===== src/rtl/layer_feeder.sv =====
`default_nettype none
// ============================================================================
// Module      : layer_feeder
// Description : Layer-level driver for a bank of neurons sharing one serial
//               input stream. Accepts a parallel vector, broadcasts its
//               elements one per cycle, collects every neuron's result and
//               presents the collected vector with a sticky overflow flag.
// Revision    : 1.0 - initial release
// ============================================================================
module layer_feeder #(
    parameter int NUM_INPUTS  = 2,
    parameter int NUM_NEURONS = 2,
    parameter int WIDTH       = 8
) (
    input  logic                         CLK,
    input  logic                         RSTN,
    input  logic [NUM_INPUTS*WIDTH-1:0]  IN_VECTOR,
    input  logic                         IN_VALID,
    output logic                         IN_READY,
    output logic [WIDTH-1:0]             N_VALUE,
    output logic                         N_VALID,
    input  logic [NUM_NEURONS-1:0]       N_READY,
    input  logic [NUM_NEURONS*WIDTH-1:0] N_RESULT,
    input  logic [NUM_NEURONS-1:0]       N_RESULT_VALID,
    input  logic [NUM_NEURONS-1:0]       N_OVERFLOW,
    output logic [NUM_NEURONS*WIDTH-1:0] OUT_VECTOR,
    output logic                         OUT_VALID,
    input  logic                         OUT_READY,
    output logic                         OUT_OVERFLOW
);

    localparam int c_IDX_W = (NUM_INPUTS > 1) ? $clog2(NUM_INPUTS) : 1;

    typedef enum logic [2:0] {
        S_IDLE     = 3'd0,
        S_WAIT_RDY = 3'd1,
        S_STREAM   = 3'd2,
        S_COLLECT  = 3'd3,
        S_OUTPUT   = 3'd4
    } state_t;

    state_t                         r_state;
    state_t                         w_state_next;
    logic [c_IDX_W-1:0]             r_idx;
    logic [NUM_INPUTS*WIDTH-1:0]    r_vec;
    logic [NUM_NEURONS*WIDTH-1:0]   r_slots;
    logic [NUM_NEURONS-1:0]         r_mask;
    logic [NUM_NEURONS-1:0]         w_mask_next;
    logic                           r_ovf_acc;
    logic                           r_out_ovf;
    logic                           r_first_out;
    logic                           w_accept;
    logic                           w_capture;
    logic                           w_last_elem;
    logic                           w_enter_output;
    logic                           w_ovf_window;
    logic [WIDTH-1:0]               w_elem;

    // Result strobes are honoured while streaming too, since a fast neuron
    // may answer before the last element has gone out.
    assign w_accept       = (r_state == S_IDLE) && IN_VALID;
    assign w_capture      = (r_state == S_STREAM) || (r_state == S_COLLECT);
    assign w_mask_next    = r_mask | (w_capture ? N_RESULT_VALID : '0);
    assign w_last_elem    = (r_idx == c_IDX_W'(NUM_INPUTS - 1));
    assign w_enter_output = (r_state == S_COLLECT) && (w_state_next == S_OUTPUT);
    // The first OUTPUT cycle is included so a neuron's registered flag,
    // which lags its final result by one cycle, is not lost.
    assign w_ovf_window   = w_capture || ((r_state == S_OUTPUT) && r_first_out);

    // Select the element currently addressed by the stream index.
    always_comb begin
        w_elem = '0;
        for (int k = 0; k < NUM_INPUTS; k++) begin
            if (r_idx == c_IDX_W'(k)) begin
                w_elem = r_vec[k*WIDTH +: WIDTH];
            end
        end
    end

    // State register.
    always_ff @(posedge CLK) begin
        if (!RSTN) begin
            r_state <= S_IDLE;
        end else begin
            r_state <= w_state_next;
        end
    end

    // Next-state and handshake/stream outputs.
    always_comb begin
        w_state_next = r_state;
        IN_READY     = 1'b0;
        N_VALID      = 1'b0;
        N_VALUE      = '0;
        OUT_VALID    = 1'b0;
        case (r_state)
            S_IDLE: begin
                IN_READY = 1'b1;
                if (IN_VALID) begin
                    w_state_next = S_WAIT_RDY;
                end
            end
            S_WAIT_RDY: begin
                if (&N_READY) begin
                    w_state_next = S_STREAM;
                end
            end
            S_STREAM: begin
                N_VALID = 1'b1;
                N_VALUE = w_elem;
                if (w_last_elem) begin
                    w_state_next = S_COLLECT;
                end
            end
            S_COLLECT: begin
                if (&w_mask_next) begin
                    w_state_next = S_OUTPUT;
                end
            end
            S_OUTPUT: begin
                OUT_VALID = 1'b1;
                if (OUT_READY) begin
                    w_state_next = S_IDLE;
                end
            end
            default: begin
                w_state_next = S_IDLE;
            end
        endcase
    end

    // Input vector capture and stream index.
    always_ff @(posedge CLK) begin
        if (!RSTN) begin
            r_vec <= '0;
            r_idx <= '0;
        end else begin
            if (w_accept) begin
                r_vec <= IN_VECTOR;
            end
            if (r_state == S_STREAM && !w_last_elem) begin
                r_idx <= r_idx + 1'b1;
            end else begin
                r_idx <= '0;
            end
        end
    end

    // Result slots and capture mask; repeat strobes simply overwrite.
    always_ff @(posedge CLK) begin
        if (!RSTN) begin
            r_slots <= '0;
            r_mask  <= '0;
        end else begin
            if (w_accept) begin
                r_mask <= '0;
            end else begin
                r_mask <= w_mask_next;
            end
            for (int j = 0; j < NUM_NEURONS; j++) begin
                if (w_capture && N_RESULT_VALID[j]) begin
                    r_slots[j*WIDTH +: WIDTH] <= N_RESULT[j*WIDTH +: WIDTH];
                end
            end
        end
    end

    // Overflow accumulation and its publication on entry to OUTPUT.
    always_ff @(posedge CLK) begin
        if (!RSTN) begin
            r_ovf_acc   <= 1'b0;
            r_out_ovf   <= 1'b0;
            r_first_out <= 1'b0;
        end else begin
            r_first_out <= w_enter_output;
            if (w_accept) begin
                r_ovf_acc <= 1'b0;
            end else if (w_ovf_window) begin
                r_ovf_acc <= r_ovf_acc | (|N_OVERFLOW);
            end
            if (w_enter_output) begin
                r_out_ovf <= r_ovf_acc | (|N_OVERFLOW);
            end else if ((r_state == S_OUTPUT) && r_first_out) begin
                r_out_ovf <= r_out_ovf | (|N_OVERFLOW);
            end
        end
    end

    assign OUT_VECTOR   = r_slots;
    assign OUT_OVERFLOW = r_out_ovf;

endmodule
`default_nettype wire


===== config.mk =====
export PLATFORM = sky130hd
export DESIGN_NAME = layer_feeder
export DESIGN_NICKNAME = d
export VERILOG_FILES = /design/src/rtl/layer_feeder.sv
export SDC_FILE = /design/constraint.sdc
export NUM_CORES = 1
export LEC_CHECK = 0
export BUFFER_PORTS_ARGS = -buffer_cell sky130_fd_sc_hd__buf_4
export CAP_MARGIN = 10
export CORE_ASPECT_RATIO = 1.2
export CORE_MARGIN = 2
export CORE_UTILIZATION = 51
export DETAILED_ROUTE_END_ITERATION = 10
export PLACE_DENSITY_LB_ADDON = 0.05
export RECOVER_POWER = 100
export SETUP_SLACK_MARGIN = 0.5
export SYNTH_ARGS = -nofsm -noshare
export SYNTH_HDL_FRONTEND = slang
export SYNTH_SLANG_ARGS = --single-unit

===== constraint.sdc =====
create_clock -name CLK -period 2.12 [get_ports CLK]
set_input_delay 0.106 -clock CLK [delete_from_list [all_inputs] [get_ports CLK]]
set_output_delay 0.106 -clock CLK [all_outputs]
set_load 0.01 [all_outputs]

### After elaboration in Yosys (flattened, before gate mapping)

Cells that the tools add are included.
Widths: inputs -> output; s select.

* register bits after elaboration: 41
* input bits: 42
* output and inout bits: 28
* logic and storage cells: 49

* add/subtract/negate cells: 1
* eq/ne operators: 5
* mux-type cells: 14
* bitwise logic cells: 4
* reductions and logical operators: 16

Operators with widths (number)
* $mux 8: 2
* $mux 3: 5
* $pmux 3 s5: 1
* $eq 3x2->1 const B: 2
* $eq 3x3->1 const B: 2
* $logic_and 1x1->1: 6
* $reduce_and 2->1: 3
* $mux 1: 5
* $reduce_or 2->1: 2
* $eq 3x1->1 const B: 1
* $logic_not 3->1: 1
* $logic_or 1x1->1: 2
* $mux 2: 1
* $or 1x1->1: 2
* $or 2x2->2: 1
* $reduce_bool 2->1: 1
* $add 1x1->1 const B: 1
* $logic_not 1->1: 1
* $not 1->1: 1

### Depth between registers and ports, before layout

* depth in word-level cells: 10
* gate-level depth with buffers: 7
* gate-level depth less buffers: 4

### Worst setup path before layout

Ideal clock, no wire load.

* kind: reg2reg
* start point: register r_state[0]
* end point: register r_vec[0]
* setup time: 0.070 ns
* arrival time: 1.206 ns
* setup slack: 0.844 ns
* stages on the path, launching flop included: 8
* buffers on the path: 3
* period minus slack after synthesis: 1.276 ns
* path through: dfxtp_1 buf_6 nor3_4 and2_1 buf_6 buf_12 nand2_1 a21oi_2

* longest elaborated chain between the ends: 2

RTL lines
* start, declared: line 42 `state_t r_state;`
* start signal, assigned: line 85 `r_state <= w_state_next;`
* $logic_not 3->1: line 61 `assign w_accept = (r_state == S_IDLE) && IN_VALID;`
* $logic_and 1x1->1: line 61
* end signal, assigned: line 135 `r_vec <= '0;`
* end signal, assigned: line 139 `r_vec <= IN_VECTOR;`
* end, declared: line 45 `logic [NUM_INPUTS*WIDTH-1:0] r_vec;`

Every way passes these cells.
A chain may end at the register's enable or synchronous reset.

### Worst setup path after layout

* start point: register r_state[0]
* end point: register r_mask[0]

* longest elaborated chain between the ends: 4
* elaborated cells between the ends (all ways): 8
* classes of those cells: eq/ne (2); mux (1); bitwise (1); reduce/logical (4)

RTL lines
* $eq 3x2->1: line 62 `assign w_capture = (r_state == S_STREAM) || (r_state == S_COLLECT);`
* $logic_or 1x1->1: line 62
* $mux 2: line 63 `assign w_mask_next = r_mask | (w_capture ? N_RESULT_VALID : '0);`
* $or 2x2->2: line 63
* end signal, assigned: line 158 `r_mask <= w_mask_next;`
* end, declared: line 47 `logic [NUM_NEURONS-1:0] r_mask;`

Parallel ways exist; a longest one is shown, timed or not.

==> metrics.md <==
| Metric | Value |
|---|---|
| Cts bufs inserted | 5 |
| GRT Overall Usage | 20.3% |
| Final HPWL from detailed placement | 2610 um |
| Hold Crit Class | input port to register |
| Max rail drop VDD | 0.861 mV |
| Die area | 3830 um^2 |
| CP Cell Sequence | nor3_1, nand2_1, nand2_1, nor2_1 |
| Rows | 23 |
| DIE WIDTH | 56.8 um |
| Worst slew margin | 59.4% |
| WP buf/inv | 0 |
| First-pass GRT wire length | 6190 um |
| Post-route ant nets | 0 |
| RSZ-0062 raised after global routing | false |
| Synth Instances | 207 |
| Crit path kind | register to register |
| TritonCTS Sinks | 41 |
| DR vias | 1593 |
| CP peak stage delay | 0.44 ns |
| Crit path top cell by count | nand2_1 |
| Die Span Y | 67.4 um |
| Unique cell type count in the Yosys netlist | 30 |
| Mean post-synth cell area | 8.26 um^2 |
| Clock-pin slew on the worst setup and hold paths | 0.08 ns |
| Grt total ovfl | 0 |
| Pre-CTS setup slack | 0.578 ns |
| I/O pins | 70 |
| Flops & latches, synth | 41 |
| Cell Area, Synth | 1710 um^2 |
| Pwr dens | 749 nW/um^2 |
| Vias in the first global route | 1463 |
| Area grow syn2layout | 28.8% |
| Root buf cell | clkbuf_8 |
| Hold_buf cts | 0 |
| Clock buffer depth | 2 |
| Starting Density | 52.1% |
| Max Cap Viol | 0 |
| Crit path DAT | 1.76 ns |
| Slew Viols, Final | 0 |
| Status | complete, no violations |
| Sequential fraction of the synthesis area | 48.0% |
| Drt drc | 0 |
| Pleak | 0.822 nW |
| Largest family of logic cells by synthesized area | simple AND/OR/NAND/NOR gates |
| NumNets Final | 314 |
| Setup Viol. Count Final | 0 |
| Setup TNS | 0 ns |
| Warnings, synthesis | 0 |
| Post-Synth Simple-Gate Area | 25.6% |
| Compound-Gate Fraction of Synth Area | 16.0% |
| Avg WL per Cell | 12.0 um |
| WL final | 3730 um |
| 1st-iter DRT viols | 29 |
| Worst path top cell family by delay | simple AND/OR/NAND/NOR gates |
| Final Util | 67.1% |
| CP max FO | 18 |
| Gp weighted congestion | 0.708 |
| Drt first pass iters | 4 |
| Share of cells above drive strength 1 | 23.4% |
| Antenna Diode Count | 0 |
| Worst slew pin tran | 0.608 ns |
| # port buffers | 69 |
| Worst path slowest cell | nand2_1 |
| Placeable Area | 3280 um^2 |
| Minimum clock period | 1.59 ns |
| Post-route setup slack | 0.535 ns |
| CTS tree | built |
| Vias per inst | 5.14 |
| Hold Vio Cnt, Final | 0 |
| Post-synthesis adder-cell area fraction | 0% |
| Critical Path End Type | register |
| Syn nets | 249 |
| Critical Path RT | 2.30 ns |
| Fmax | 0.631 GHz |
| Initial antenna violation count | 0 |
| Mux share of post-synthesis cell area | 4.69% |
| Post-Synth XOR/XNOR Area | 0% |
| Startpoint types | register |
| Largest net degree at the start of global routing | 25 |
| Worst skew pair latency | 0.28 ns |
| Fin crit share | 74.8% |
| Setup Skew | 0.00486 ns |
| CTS H-tree lvls | 2 |
| Final Total Pwr | 1.65 mW |
## cell type report
cell class	instances	area [um^2]
fillers	322	1080
flip-flops and latches	41	821
multi-input cells	150	774
repair buffers	71	432
clock buffers	7	86.3
well taps	37	46.3
clock inverters	1	30.0
inverters	3	11.3
## path summary, 6_finish.rpt
path | startpoint | endpoint | slack, ns | cells past startpoint
worst min register to register | OUT_VECTOR[6]$_SDFFE_PN0P_ | OUT_VECTOR[6]$_SDFFE_PN0P_ | 0.46 | 2
worst max register to register | r_state[0]$_SDFF_PN0_ | r_mask[0]$_SDFF_PP0_ | 0.53 | 4
worst min-delay path | IN_VECTOR[13] | r_vec[13]$_SDFFE_PN0P_ | 0.07 | 3
worst max-delay path | r_state[0]$_SDFF_PN0_ | r_mask[0]$_SDFF_PP0_ | 0.53 | 4
## routing by layer
layer	vias up	global-route usage, %	wire length, um
met5	-	0	0
met4	0	5.81	10
met2	48	37.2	1850
li1	820	-	-
met1	723	23.8	1680
met3	2	4.60	197
## placed cells by master, fill, tap and decap left out
cell	instances
nand3b_1	2
a21o_1	1
buf_4	44
nor3_1	3
a21oi_1	28
and2_2	1
nor2_1	12
mux2i_1	8
nand2b_1	1
and2b_1	1
a31oi_1	2
nand2_2	2
or2_2	1
nand3_1	18
nor3b_1	1
clkbuf_8	6
o21ai_0	1
inv_1	2
bufinv_16	1
a21oi_2	9
nand2_1	55
o22a_1	1
o31ai_1	1
a32oi_1	1
clkbuf_1	28
clkinv_1	1
nor2b_1	1
dfxtp_1	41
## registers in the layout, summed over array words and instances, names as in the netlist
name and count:
OUT_OVERFLOW 1, r_vec 16, r_first_out 1, r_ovf_acc 1
OUT_VECTOR 16, r_idx 1, r_state 3, r_mask 2
## per-stage QoR
step           instance area [um^2]  hold slack [ns]  instances
3_5_place_dp                   2200            0.361        302
4_1_cts                        2320           0.0561        310
5_1_grt                        2200           0.0562        310
2_1_floorplan                  1710            0.233        207
3_3_place_gp                   2200            0.354        302
6_report                       2200           0.0655        310
## synthesized netlist by cell type
cell,number,area (um^2)
nor3_4,1,16.3
nand2b_1,1,6.26
nand3_1,18,90.1
o21ai_0,1,5.00
buf_12,1,20.0
clkinv_1,1,3.75
nor3_1,2,10.0
a21oi_2,10,87.6
dfxtp_1,41,821
buf_1,2,7.51
a21o_1,1,7.51
nand2_2,3,18.8
buf_2,5,25.0
a32oi_1,1,8.76
mux2i_1,8,80.1
nor2b_1,1,6.26
a21oi_1,27,135
nand2_1,54,203
o31ai_1,1,7.51
or2_2,1,6.26
nor2_1,12,45.0
o22a_1,1,8.76
and2b_1,1,7.51
buf_6,2,22.5
a31oi_1,2,12.5
nor3b_1,1,7.51
nand3b_1,2,15.0
inv_1,2,7.51
clkbuf_1,3,11.3
and2_1,1,6.26
## worst register-to-register path: stages, from the launching register on
cell and delay (ns):
dfxtp_1 0.38, nor3_1 0.32, nand2_1 0.44, nand2_1 0.28, nor2_1 0.07
## cells by family after synthesis
family                 Yosys count
AOI/OAI and AO/OA               44
buffers and inverters           16
DFF                             41
muxes                            8
and+or+nand+nor                 98
## repair_timing
item	CTS	global route
setup endpoints to repair	0	26
buffers inserted	0	0
resized for setup	0	3
## power breakdown
| group | switching (mW) | internal [mW] |
|---|---|---|
| Combinational | 0.0992 | 0.0942 |
| Clock | 0.251 | 0.384 |
| Sequential | 0.0201 | 0.800 |
Power figures use the tool's default switching activity.
